`src/rtl/data_bus_responder.sv`:
```
// Data-memory port responder: passes low addresses to the backing RAM and
// decodes an I/O page holding GPIO, a compare timer and a transmit FIFO.
module data_bus_responder #(
  parameter int                    DATA_WIDTH = 16,
  parameter int                    ADDR_WIDTH = 12,
  parameter logic [ADDR_WIDTH-1:0] IO_BASE    = 12'hF00,
  parameter int                    FIFO_DEPTH = 4
) (
  input  logic                  i_clk,
  input  logic                  i_rst,
  input  logic [ADDR_WIDTH-1:0] i_addr,
  input  logic [DATA_WIDTH-1:0] i_data,
  input  logic                  i_we,
  output logic [DATA_WIDTH-1:0] o_data,
  output logic [ADDR_WIDTH-1:0] mem_addr,
  output logic [DATA_WIDTH-1:0] mem_dout,
  output logic                  mem_we,
  input  logic [DATA_WIDTH-1:0] mem_din,
  output logic [DATA_WIDTH-1:0] o_gpio,
  output logic                  o_tmr_flag,
  output logic [DATA_WIDTH-1:0] o_tx_data,
  output logic                  o_tx_valid,
  input  logic                  i_tx_ready
);

  localparam int PW = $clog2(FIFO_DEPTH);
  localparam int CW = PW + 1;

  localparam logic [ADDR_WIDTH-1:0] OFF_GPIO   = ADDR_WIDTH'(0);
  localparam logic [ADDR_WIDTH-1:0] OFF_TCNT   = ADDR_WIDTH'(1);
  localparam logic [ADDR_WIDTH-1:0] OFF_TCMP   = ADDR_WIDTH'(2);
  localparam logic [ADDR_WIDTH-1:0] OFF_STATUS = ADDR_WIDTH'(3);
  localparam logic [ADDR_WIDTH-1:0] OFF_TXD    = ADDR_WIDTH'(4);

  logic [DATA_WIDTH-1:0] gpio_q, gpio_d;
  logic [DATA_WIDTH-1:0] tcnt_q, tcnt_d;
  logic [DATA_WIDTH-1:0] tcmp_q, tcmp_d;
  logic                  match_q, match_d;
  logic                  ovf_q, ovf_d;
  logic [DATA_WIDTH-1:0] fifo_q [FIFO_DEPTH];
  logic [DATA_WIDTH-1:0] fifo_d [FIFO_DEPTH];
  logic [PW-1:0]         wr_ptr_q, wr_ptr_d;
  logic [PW-1:0]         rd_ptr_q, rd_ptr_d;
  logic [CW-1:0]         count_q, count_d;

  logic                  is_io;
  logic [ADDR_WIDTH-1:0] io_off;
  logic                  gpio_we, tcnt_we, tcmp_we, status_we, txd_we;
  logic                  full, empty, push, pop;
  logic [DATA_WIDTH-1:0] status;

  assign is_io  = (i_addr >= IO_BASE);
  assign io_off = i_addr - IO_BASE;

  assign gpio_we   = is_io && i_we && (io_off == OFF_GPIO);
  assign tcnt_we   = is_io && i_we && (io_off == OFF_TCNT);
  assign tcmp_we   = is_io && i_we && (io_off == OFF_TCMP);
  assign status_we = is_io && i_we && (io_off == OFF_STATUS);
  assign txd_we    = is_io && i_we && (io_off == OFF_TXD);

  assign full  = (count_q == CW'(FIFO_DEPTH));
  assign empty = (count_q == '0);
  assign pop   = !empty && i_tx_ready;
  // A full FIFO still accepts a write when the head leaves in the same cycle.
  assign push  = txd_we && (!full || pop);

  assign mem_addr = i_addr;
  assign mem_dout = i_data;
  assign mem_we   = i_we && !is_io;

  always_comb begin
    status             = '0;
    status[0]          = match_q;
    status[1]          = full;
    status[2]          = empty;
    status[3]          = ovf_q;
    status[3+CW:4]     = count_q;
  end

  always_comb begin
    o_data = '0;
    if (!is_io) begin
      o_data = mem_din;
    end else begin
      case (io_off)
        OFF_GPIO:   o_data = gpio_q;
        OFF_TCNT:   o_data = tcnt_q;
        OFF_TCMP:   o_data = tcmp_q;
        OFF_STATUS: o_data = status;
        default:    o_data = '0;
      endcase
    end
  end

  always_comb begin
    gpio_d = gpio_we ? i_data : gpio_q;
    tcmp_d = tcmp_we ? i_data : tcmp_q;
    tcnt_d = tcnt_we ? i_data : tcnt_q + DATA_WIDTH'(1);

    // Flag sets take priority over a software clear in the same cycle.
    match_d = match_q;
    if (status_we && i_data[0]) match_d = 1'b0;
    if (tcnt_q == tcmp_q)       match_d = 1'b1;

    ovf_d = ovf_q;
    if (status_we && i_data[3])   ovf_d = 1'b0;
    if (txd_we && full && !pop)   ovf_d = 1'b1;

    fifo_d = fifo_q;
    if (push) fifo_d[wr_ptr_q] = i_data;
    wr_ptr_d = wr_ptr_q + PW'(push);
    rd_ptr_d = rd_ptr_q + PW'(pop);
    count_d  = count_q + CW'(push) - CW'(pop);
  end

  always_ff @(posedge i_clk or negedge i_rst) begin
    if (!i_rst) begin
      gpio_q   <= '0;
      tcnt_q   <= '0;
      tcmp_q   <= '1;
      match_q  <= 1'b0;
      ovf_q    <= 1'b0;
      wr_ptr_q <= '0;
      rd_ptr_q <= '0;
      count_q  <= '0;
    end else begin
      gpio_q   <= gpio_d;
      tcnt_q   <= tcnt_d;
      tcmp_q   <= tcmp_d;
      match_q  <= match_d;
      ovf_q    <= ovf_d;
      wr_ptr_q <= wr_ptr_d;
      rd_ptr_q <= rd_ptr_d;
      count_q  <= count_d;
    end
  end

  for (genvar gi = 0; gi < FIFO_DEPTH; gi++) begin : g_fifo
    always_ff @(posedge i_clk or negedge i_rst) begin
      if (!i_rst) fifo_q[gi] <= '0;
      else        fifo_q[gi] <= fifo_d[gi];
    end
  end

  assign o_gpio     = gpio_q;
  assign o_tmr_flag = match_q;
  assign o_tx_valid = !empty;
  assign o_tx_data  = fifo_q[rd_ptr_q];

endmodule

```
`config.mk`:
```
export PLATFORM = sky130hd
export DESIGN_NAME = data_bus_responder
export DESIGN_NICKNAME = d
export VERILOG_FILES = /design/src/rtl/data_bus_responder.sv
export SDC_FILE = /design/constraint.sdc
export NUM_CORES = 1
export LEC_CHECK = 0
export BUFFER_PORTS_ARGS = -buffer_cell sky130_fd_sc_hd__buf_2
export CAP_MARGIN = 20
export CORE_ASPECT_RATIO = 1.1
export CORE_MARGIN = 4
export CORE_UTILIZATION = 25
export DETAILED_ROUTE_END_ITERATION = 16
export PLACE_DENSITY = 0.4
export SLEW_MARGIN = 20
export SYNTH_ARGS = -nofsm -noshare
export SYNTH_HDL_FRONTEND = slang
export SYNTH_SLANG_ARGS = --single-unit
export TNS_END_PERCENT = 5
```
`constraint.sdc`:
```
create_clock -name i_clk -period 2.6 [get_ports i_clk]
set_input_delay 0.65 -clock i_clk [delete_from_list [all_inputs] [get_ports i_clk]]
set_output_delay 0.65 -clock i_clk [all_outputs]
set_load 0.1 [all_outputs]
```
After elaboration in Yosys (flattened, before gate mapping)
Cells that the tools add are included.
{"block": "totals", "ff_bits": 121}
{"block": "classes", "addsub": 6, "n_lt_le_gt_ge": 4, "n_eq_ne": 6, "muxes": 13, "n_bitwise": 2, "n_reduce_logical": 23}
{"op": "16-bit 2-to-1 mux", "n": 5}
{"op": "64-bit bitwise mux", "n": 1}
{"op": "16-bit one-hot mux with 4 select lines", "n": 1}
{"op": "16-bit binary-select mux with 2-bit select", "n": 1}
{"op": "16-bit demux with 2-bit select", "n": 1}
{"op": "12-bit by 2-bit == test with 1-bit output (second input constant)", "n": 2}
{"op": "16-bit by 1-bit adder with 16-bit output (second input constant)", "n": 1}
{"op": "16-bit == test", "n": 1}
{"op": "1-bit logical AND", "n": 14}
{"op": "12-bit by 1-bit == test with 1-bit output (second input constant)", "n": 1}
{"op": "12-bit by 3-bit == test with 1-bit output (second input constant)", "n": 1}
{"op": "12-bit greater-or-equal comparator (second input constant)", "n": 1}
{"op": "12-bit logical NOT", "n": 1}
{"op": "12-bit subtractor (second input constant)", "n": 1}
{"op": "3-bit greater-or-equal comparator (second input constant)", "n": 2}
{"op": "2-bit inverter with 3-bit output", "n": 2}
{"op": "2-bit by 1-bit adder with 2-bit output", "n": 2}
{"op": "1-bit logical NOT", "n": 4}
{"op": "1-bit 2-to-1 mux", "n": 4}
{"op": "2-bit nonzero test", "n": 2}
{"op": "3-bit by 1-bit adder with 3-bit output", "n": 1}
{"op": "3-bit == test (second input constant)", "n": 1}
{"op": "3-bit logical NOT", "n": 1}
{"op": "3-bit by 1-bit less-than comparator with 1-bit output (second input constant)", "n": 1}
{"op": "2 further kinds", "n": 2}

Logic depth before layout (Yosys ltp)
Gate-level depths: netlist of the first run.
{"block": "depth", "word_depth": 7, "ltp_mapped": 11, "depth_no_buf": 10}

Worst setup path before layout of the first run
No wires, ideal clock.
{"block": "synth_path", "path_type": "in2out", "start": "input i_addr[1]", "end": "output o_data[0]", "arrival_time_ns": 4.994, "path_slack_ns": -3.044, "stages": 4, "path_buffers": 2, "path_cell_list": "buf_2 -> buf_1 -> nand3_1 -> o311ai_0"}
{"block": "synth_via", "elab_chain_cells": 4, "elab_cells_between_ends": 8, "cone_classes": "1 x add/sub; 1 x order compare; 3 x eq/ne; 2 x mux; 1 x reduce/logical"}
{"item": "start: declaration", "line": "11", "rtl": "input logic [ADDR_WIDTH-1:0] i_addr,"}
{"item": "12-bit subtractor", "line": "53", "rtl": "assign io_off = i_addr - IO_BASE;"}
{"item": "12-bit by 2-bit == test with 1-bit output, or another cell as far along", "line": "85", "rtl": "case (io_off)"}
{"item": "16-bit one-hot mux with 4 select lines", "line": "85"}
{"item": "16-bit 2-to-1 mux (*)", "line": "82", "rtl": "if (!is_io) begin"}
{"item": "end: declaration", "line": "14", "rtl": "output logic [DATA_WIDTH-1:0] o_data,"}
Mark *: on every way between the ends. The rest lies on a longest branch, timed or not.

Final worst setup path of the first run
{"block": "layout_path", "start": "input i_addr[4]", "end": "output o_data[5]"}
The elaborated chain is that of the path after synthesis.

==> results.ini, run 1 <==
[setup_path]
reg2reg_to=count_q[2]
cp_top_family=buffers and inverters
worstSetupEndpointType=output pin
required_ns=1.95
timing.rr.start=count_q[1]
crit_arrival_ns=2.05
critPathSlowestCell=nor4_4
rrSetupSlack_ns=0.17
worstSetupPathType=input pin to output pin
startpoint_type=input pin
cp_max_fo=4
critical_path_buf_inv_count=4
reg2reg_depth=10
cp_cell_sequence=buf_6 -> nor4_4 -> buf_4 -> and3_4 -> buf_4 -> a32oi_1 -> o311ai_4 -> buf_12
cp_common_cell=buf_4
cp_slowest_stage_delay_ns=0.29

[routing]
routed-wl-met3_um=759
wl_met1_um=8307
ant_nets=0
route.vias.total=4563
drt_pre_antenna_iters=4
met2_length_um=9537
drtIter0Drc=193
routed_wl_um=19030
top_layer=met4
wl_per_cell_um=19.61
vias_per_cell=4.704
drc=0

[grt]
grt_max_degree=57
antenna_found_initial=0
grtUsageTotal_pct=14.00
grt_pass1_vias=4950
grt_pass1_wl_um=30200
overflow=0

[yosys]
seq_area_frac_synth_pct=47.79
synth_fp_nets=555
ys_types=49
async_reset_ff_share_pct=100.0
synth-edff-count=0
synth-seq-cells=121
syn_inst=501
avgSynthCellArea_um2=12.73
yosysWarnings=0
synth_area_um2=6377
synthFlopType=dfrtp_1

[final_layout]
area_growth_pct=36.85
fin_area_um2=8727
final_layout_size_suffix_gt1_share_pct=57.25
final_common_cell=dfrtp_1
final_util_pct=34.65
final_cell_mix=dfrtp_1, buf_2, mux2_2, buf_4, buf_12
num_antenna_cells=0
fin_nets=696

[clock_tree]
cts_buffer_depth=2
cts_tree=done
clock_latency_ns=0.42
clock-root-buffer=clkbuf_16
cts.sinks=121
cts.reportedPaths.clkPinSlew_ns=0.05
htreeDepth=4
cts_buffers=17

[sta]
min_period_over_period_pct=103.8
slew_violations=0
fin_crit_ns=2.700
hold_viol=0
fmax_ghz=0.3704
setup_slack_ns=-0.09965
rsz0062_at_grt=true
finalSetupTns_ns=-1.116
setup_viol=15
skew_ns=0.007077
tightest_slew_ns=0.5193
max-slew-margin-rel_pct=65.62

[floorplanning]
core_area_um2=25190
die_area_um2=28130
die_w_um=160.3
die_y_um=175.5
ios=127
initial_utilization_pct=25.32
rows=61

[job]
maxCapViolCount=0

[outcome]
status=finished, violations left
violations=setup timing

[power_and_ir_drop]
power.density_nw_per_um2=658.5
vdd_ir_drop_max_v=0.0004443
p_leak_nw=4.224

[place]
io_buffer_count=126
hpwl_um=13860
gp_congestion=0.8016
place_area_um2=8004

[hold_path]
hold_class=input pin to asynchronous set/reset pin

-- what timing repair did --
| action | CTS | global route |
|---|---|---|
| hold buffers | 0 | 0 |
| buffers inserted | 3 | 0 |
| endpoints found under the setup margin | 16 | 21 |
| gates resized for setup | 16 | 14 |
| pin swaps | 10 | 6 |
-- cell type report --
type | count | area, um^2
Sequential cell | 121 | 3050
Tap cell | 315 | 394.1
Timing Repair Buffer | 181 | 1468
Clock buffer | 30 | 534.3
Fill cell | 2497 | 16460
Inverter | 6 | 22.52
Multi-Input combinational cell | 315 | 3223
Clock inverter | 2 | 35.03
-- cells in the mapped netlist, types with 6 or more instances --
master | n | share of area [%]
nand4_1 | 13 | 1.3
xnor2_1 | 14 | 1.9
dfstp_2 | 16 | 6.6
buf_4 | 29 | 3.4
xor2_1 | 18 | 2.5
inv_1 | 6 | 0.35
clkbuf_1 | 19 | 1.1
nand3_1 | 7 | 0.55
mux2i_1 | 13 | 2.0
o21ai_0 | 10 | 0.78
mux2_4 | 9 | 2.1
nand2_1 | 20 | 1.2
a32oi_1 | 7 | 0.96
mux2_2 | 88 | 16
nor2_1 | 25 | 1.5
a21oi_1 | 20 | 1.6
dfrtp_1 | 105 | 41
mux4_2 | 17 | 6.0
-- where the power goes --
part | switching, mW | leakage, nW | internal (mW)
Combinational | 0.865 | 2.35 | 0.481
Clock | 0.794 | 0.279 | 1.47
Sequential | 0.156 | 1.60 | 1.98
-- worst reg2reg max path, cell delays in order (launching register included) --
cell     delay (ns)
dfrtp_2        0.46
or3b_2         0.53
nor2_4         0.12
or2_4          0.12
ha_1           0.21
inv_1          0.06
ha_1           0.13
inv_1          0.05
fa_1           0.37
xnor2_1        0.17
xnor2_1        0.13
-- how the worst max path moves through the flow --
| stage | start | end | slack (ns) | depth (start not counted) |
|---|---|---|---|---|
| detailed placement | i_addr[7] | o_data[2] | -0.25 | 7 |
| global route | i_addr[4] | o_data[15] | -0.16 | 9 |
| floorplan | i_addr[7] | o_data[0] | -0.37 | 3 |
| global placement | i_addr[7] | o_data[4] | -0.26 | 7 |
| finish | i_addr[4] | o_data[5] | -0.1 | 8 |
| CTS | i_addr[5] | o_data[5] | -0.16 | 8 |
-- logic make-up after synthesis --
family,count (synthesis),synth area share (%)
buffers and inverters,65,6.102
XOR/XNOR,32,4.395
flip-flops,121,47.79
adder cells (fa/ha/maj),6,1.295
AND/OR/NAND/NOR,97,9.339
AO/OA/AOI/OAI,53,5.376
multiplexers,127,25.70
-- sequential cells by signal, summed over array words and instances, names as in the netlist --
register / count
o_gpio: 16
ovf_q: 1
tcmp_q: 16
tcnt_q: 16
rd_ptr_q: 2
wr_ptr_q: 2
count_q: 3
o_tmr_flag: 1
fifo_q: 64
-- metrics by stage --
step	setup slack, ns	cells	hold WS, ns	power [mW]
2_1_floorplan	-0.3698	501	0.3544	3.055
3_3_place_gp	-0.2568	935	0.4630	3.515
3_5_place_dp	-0.2497	935	0.4715	3.514
4_1_cts	-0.1646	970	0.1783	5.822
5_1_grt	-0.1646	970	0.2025	5.999
6_report	-0.09965	970	0.1781	5.746
-- per-layer routing --
layer	up-vias	track usage (%)
met1	2325	17.65
met5	-	0
li1	2090	-
met2	120	23.80
met3	28	2.652
met4	0	5.486
No activity file was read; power rests on OpenSTA's default activity.
==> inputs of run 2 (changes only) <==
--- a/config.mk
+++ b/config.mk
@@ -11,7 +11,6 @@
 export CORE_MARGIN = 4
 export CORE_UTILIZATION = 25
 export DETAILED_ROUTE_END_ITERATION = 16
-export PLACE_DENSITY = 0.4
 export SLEW_MARGIN = 20
 export SYNTH_ARGS = -nofsm -noshare
 export SYNTH_HDL_FRONTEND = slang
==> results.ini, run 2 (synthesis gave the netlist of run 1 again) <==
[routing]
drc=0  ; unchanged
drtIter0Drc=148  ; -23%
drt_pre_antenna_iters=4  ; unchanged
routed_wl_um=18240  ; -4.1%
wl_per_cell_um=19.00  ; -3.1%
ant_nets=0  ; unchanged
route.vias.total=4517  ; -1.0%
vias_per_cell=4.705  ; about the same

[final_layout]
multi_input_area_um2=3246  ; +0.70%
area_growth_pct=35.98
top_register=fifo_q
nFillCells=2488  ; -0.36%
final_cell_mix=buf_2, dfrtp_1, mux2_2, buf_4, buf_12
seqCellArea_um2=3050  ; unchanged
num_antenna_cells=0  ; unchanged
final_common_cell=buf_2
fin_area_um2=8672  ; -0.63%
final_layout_size_suffix_gt1_share_pct=57.98  ; +0.73 points
final_util_pct=34.43  ; -0.22 points
fin_nets=688  ; -1.1%
largest_reg_flops=64  ; unchanged

[sta]
fmax_ghz=0.3737  ; +0.88%
max-slew-margin-rel_pct=65.01  ; -0.61 points
fin_crit_ns=2.676  ; -0.02364 ns
slew_violations=0  ; unchanged
setup_slack_ns=-0.07601  ; +0.02364 ns
tightest_slew_ns=0.5285  ; +0.009214 ns
hold_viol=0  ; unchanged
skew_ns=0.004285  ; -0.002793 ns
min_period_over_period_pct=102.9  ; -0.91 points
rsz0062_at_grt=true
setup_viol=7  ; -8

[place]
gp_congestion=0.7824  ; -2.4%
place_area_um2=7966  ; -0.47%
pre_cts_ws_ns=-0.2733  ; -0.02354 ns
hpwl_um=13300  ; -4.1%
io_buffer_count=126  ; unchanged

[setup_path]
rrSetupSlack_ns=0.17  ; about the same
worstSetupEndpointType=output pin
startpoint_type=input pin
timing.rr.start=count_q[1]
worstSetupPathType=input pin to output pin
required_ns=1.95  ; about the same
crit_arrival_ns=2.03  ; -0.02 ns
reg2reg_to=count_q[2]
reg2reg_depth=10  ; unchanged
cp_max_fo=12  ; +8

[power_and_ir_drop]
combPwrFrac_pct=23.6  ; +0.2 points
switching_power_mw=1.777  ; -2.1%
pwr-share-seq_pct=38.4  ; +1.2 points
vdd_ir_drop_max_v=0.0004121  ; -7.2%
p_int_mw=3.822  ; -2.8%
power.density_nw_per_um2=645.6  ; -2.0%
p_sw_share_pct=31.73  ; +0.15 points
p_leak_nw=4.208  ; -0.38%
clkPwrFrac_pct=37.9  ; -1.4 points

[floorplanning]
initial_utilization_pct=25.32  ; unchanged
ios=127  ; unchanged
die_area_um2=28130  ; unchanged
core_area_um2=25190  ; unchanged
rows=61  ; unchanged
die_w_um=160.3  ; unchanged
die_y_um=175.5  ; unchanged

[hold_path]
hold_class=input pin to asynchronous set/reset pin

[clock_tree]
cts.sinks=121  ; unchanged
cts_hold_buffers=0  ; unchanged
htreeDepth=4  ; unchanged
clock_latency_ns=0.41  ; about the same
cts_buffer_depth=2  ; unchanged
cts.reportedPaths.clkPinSlew_ns=0.05  ; about the same
clock-root-buffer=clkbuf_16
cts_tree=done
cts_buffers=17  ; unchanged

[grt]
grt_pass1_wl_um=28590  ; -5.3%
grt_max_degree=49  ; -14%
grt_pass1_vias=4744  ; -4.2%
grtUsageTotal_pct=13.30  ; -0.69 points
overflow=0  ; unchanged
antenna_found_initial=0  ; unchanged

[outcome]
status=finished, violations left
violations=setup timing

[job]
maxCapViolCount=0  ; unchanged

run 2: changes by cell type in the layout (fill, tap and decap cells not counted), moves of 3 or more:
cell and change:
buf_4 -10, clkbuf_4 -4, a21oi_1 -3, a21oi_2 +3, buf_12 +3, buf_6 -4
buf_2 +6
run 2: routing by layer:
layer  share of wire (%)  up-vias  GRT usage, %
met5                   0        -             0
met4                 1.8        0         4.410
met3                 4.3       32         2.863
met2                  50      119         22.35
met1                  44     2293         17.12
li1                    -     2073             -
run 2: how the worst max path moves through the flow:
stage	start	endpoint	slack [ns]	depth (start not counted)
floorplan	i_addr[7]	o_data[0]	-0.37	3
global placement	i_addr[7]	count_q[2]	-0.25	12
detailed placement	i_addr[0]	count_q[2]	-0.27	11
CTS	i_addr[9]	o_data[2]	-0.11	7
global route	i_addr[7]	o_data[7]	-0.14	8
finish	i_addr[0]	o_data[7]	-0.08	7
run 2: worst max-delay path: stages:
cell and delay (ns):
buf_2 0.12, buf_4 0.20, buf_4 0.19, nor2b_1 0.34, a32oi_1 0.22, o21ai_4 0.11
buf_12 0.19
run 2: metrics by stage:
stage          cells  TNS [ns]  hold slack, ns  power (mW)
5_1_grt          960    -1.368          0.2026       5.830
6_report         960   -0.4151          0.1786       5.598
3_3_place_gp     927    -1.996          0.4591       3.461
4_1_cts          960   -0.7147          0.1906       5.637
3_5_place_dp     927    -1.951          0.4614       3.476
2_1_floorplan    501    -5.085          0.3544       3.055
run 2: power groups by stage:
stage | Sequential, mW | Combinational (mW) | Clock (mW)
2_1_floorplan | 2.10 | 0.954 | 0
3_3_place_gp | 2.16 | 1.30 | 0
3_5_place_dp | 2.17 | 1.31 | 0
4_1_cts | 2.14 | 1.32 | 2.17
5_1_grt | 2.17 | 1.42 | 2.24
6_report | 2.15 | 1.32 | 2.12
run 2: repair_timing:
item | in CTS | in global routing
endpoints found under the setup margin | 16 | 17
setup buffers | 3 | 0
hold endpoints to repair | 0 | 0
cloned | 0 | 0
pin swaps | 4 | 1
gates resized for setup | 15 | 16
run 2: cell type report:
type / instances / share of cell area [%]
Multi-Input combinational cell: 315 / 37.43
Timing Repair Buffer: 173 / 16.40
Sequential cell: 121 / 35.18
Clock inverter: 2 / 0.1154
Tap cell: 315 / 4.545
Inverter: 6 / 0.2597
Clock buffer: 28 / 6.074
==> inputs of run 3 (changes only) <==
--- a/config.mk
+++ b/config.mk
@@ -9,7 +9,7 @@
 export CAP_MARGIN = 20
 export CORE_ASPECT_RATIO = 1.1
 export CORE_MARGIN = 4
-export CORE_UTILIZATION = 25
+export CORE_UTILIZATION = 35
 export DETAILED_ROUTE_END_ITERATION = 16
 export SLEW_MARGIN = 20
 export SYNTH_ARGS = -nofsm -noshare
==> results.ini, run 3 (synthesis gave the netlist of run 1 again) <==
[setup_path]
cp_slowest_stage_delay_ns=0.30  ; -0.04 ns
reg2reg_to=count_q[2]
startpoint_type=input pin
crit_start=i_addr[4]
cp_common_cell=buf_6
worstSetupPathType=input pin to output pin
cp_max_fo=5  ; -7
rrSetupSlack_ns=0.17  ; about the same
crit_cells=8  ; +1
cp_top_family=buffers and inverters
critPathSlowestCell=nor4_4
worstSetupEndpointType=output pin
cp_cell_sequence=buf_6 -> nor4_4 -> buf_4 -> and3_4 -> buf_6 -> a32oi_2 -> o311ai_4 -> buf_12
required_ns=1.95  ; about the same
crit_arrival_ns=2.00  ; -0.03 ns
reg2reg_depth=10  ; unchanged
endpoint=o_data[4]
timing.rr.start=count_q[2]
critical_path_buf_inv_count=4  ; unchanged

[outcome]
status=finished, violations left
violations=setup timing

[clock_tree]
cts.reportedPaths.clkPinSlew_ns=0.05  ; about the same
htreeDepth=4  ; unchanged
cts.sinks=121  ; unchanged
cts_hold_buffers=0  ; unchanged
clock-root-buffer=clkbuf_16
clock_latency_ns=0.41  ; about the same
cts_tree=done
cts_buffer_depth=2  ; unchanged
cts_buffers=17  ; unchanged

[final_layout]
layoutNonFillerInstCount=876  ; -8.8%
num_antenna_cells=0  ; unchanged
area_growth_pct=35.53
fin_nets=679  ; -1.3%
final_common_cell=buf_2
final_cell_mix=buf_2, dfrtp_1, mux2_2, buf_12
final_layout_size_suffix_gt1_share_pct=58.15  ; +0.17 points
top_register=fifo_q
largest_reg_flops=64  ; unchanged

[grt]
grt_use_met2_pct=29.73  ; +7.4 points
grt_max_degree=47  ; -4.1%
grt_pass1_vias=4847  ; +2.2%
overflow=0  ; unchanged
antenna_found_initial=0  ; unchanged
grt_pass1_wl_um=27030  ; -5.5%
met3_usage_pct=4.102  ; +1.2 points
grt_use_met1_pct=21.79  ; +4.7 points
gr-max-usage-layer=met2
grtUsageTotal_pct=17.48  ; +4.2 points

[place]
gp_congestion=0.8707  ; +11%
dp.cells=841  ; -9.3%
hpwl_um=12370  ; -7.0%
io_buffer_count=126  ; unchanged

[sta]
setup_slack_ns=-0.05151  ; +0.02450 ns
fmax_ghz=0.3771  ; +0.92%
max-slew-margin-rel_pct=55.17  ; -9.8 points
slew_violations=0  ; unchanged
min_period_over_period_pct=102.0  ; -0.94 points
skew_ns=0.008143  ; +0.003858 ns
fin_hold_ws_ns=0.2813  ; +0.1027 ns
fin_crit_ns=2.652  ; -0.02450 ns
hold_viol=0  ; unchanged
rsz0062_at_grt=true
setup_viol=7  ; unchanged
tightest_slew_ns=0.6725  ; +0.1440 ns

[power_and_ir_drop]
switching_power_mw=1.804  ; +1.6%
clkPwrFrac_pct=44.1  ; +6.2 points
pwr-share-seq_pct=34.6  ; -3.8 points
power.density_nw_per_um2=716.2  ; +11%
p_sw_share_pct=29.15  ; -2.6 points
p_int_mw=4.386  ; +15%
vdd_ir_drop_max_v=0.0004296  ; +4.2%
combPwrFrac_pct=21.4  ; -2.2 points
p_leak_nw=4.216  ; +0.20%

[floorplanning]
die_area_um2=20450  ; -27%
die_w_um=136.7  ; -15%
die_y_um=149.6  ; -15%
initial_utilization_pct=35.82  ; +11 points
rows=51  ; -16%
core_area_um2=17800  ; -29%
ios=127  ; unchanged

[routing]
wl_per_cell_um=19.87  ; +4.6%
vias_per_cell=5.156  ; +9.6%
routed_wl_um=17410  ; -4.6%
drtIter0Drc=251  ; +70%
route.vias.total=4517  ; unchanged
drt_pre_antenna_iters=4  ; unchanged
ant_nets=0  ; unchanged
drc=0  ; unchanged

[job]
maxCapViolCount=0  ; unchanged

[hold_path]
hold_class=input pin to asynchronous set/reset pin

## run 3: changes by cell type in the layout (fill, tap and decap cells not counted), sizes merged
cell    change
bufinv      +6
clkbuf      -3
clkinv      -1
buf         -9
## run 3: repair_timing
item | 4_1_cts | 5_1_grt
cloned | 1 | 0
endpoints found under the setup margin | 16 | 14
gates resized for setup | 22 | 10
pin swaps | 13 | 3
setup buffers | 2 | 0
## run 3: per-layer routing
metal  vias up  part of all wire (%)
li1       2053                     -
met4         0                   1.7
met1      2303                    42
met5         -                     0
met2       141                    50
met3        20                   5.9
## run 3: cell type report
type / count / area [um^2]
sequential: 121 / 3049
fill: 1538 / 9160
tap: 238 / 297.8
multi-input combinational: 315 / 3262
clock inverter: 7 / 185.2
timing repair buffer: 164 / 1321
inverter: 6 / 22.52
clock buffer: 25 / 505.5
## run 3: worst reg2reg max path, delay by kind of cell (launching register included)
kind | cells | cell delay (ns)
adders and majority gates | 3 | 0.81
and+or+nand+nor | 2 | 0.55
DFF | 1 | 0.45
xor gates and xnor gates | 2 | 0.31
buffers and inverters | 3 | 0.23
## run 3: how the worst min path moves through the flow
stage	from	to	slack (ns)	depth (start not counted)
2_1_floorplan	i_rst	count_q[0]	0.35	0
3_3_place_gp	ovf_q	ovf_q	0.46	1
3_5_place_dp	ovf_q	ovf_q	0.47	1
4_1_cts	i_rst	o_gpio[2]	0.30	1
5_1_grt	i_rst	o_gpio[3]	0.32	1
6_report	i_rst	o_gpio[2]	0.28	1
## run 3: stage by stage
stage	power, mW	TNS, ns	area (um^2)	setup slack [ns]	utilization, %
6_report	6.190	-0.1870	8643	-0.05151	48.55
5_1_grt	6.413	-0.9433	8643	-0.1286	48.55
3_5_place_dp	3.481	-2.039	7792	-0.2802	43.77
4_1_cts	6.234	-0.08621	8605	-0.04874	48.33
3_3_place_gp	3.450	-1.807	7792	-0.2468	43.77
2_1_floorplan	3.055	-5.085	6600	-0.3698	-
## run 3: power groups by stage
stage | Sequential (mW) | Clock [mW] | Combinational, mW
CTS | 2.14 | 2.76 | 1.33
detailed placement | 2.16 | 0 | 1.32
global placement | 2.16 | 0 | 1.29
floorplan | 2.10 | 0 | 0.954
finish | 2.14 | 2.73 | 1.32
global route | 2.15 | 2.85 | 1.41
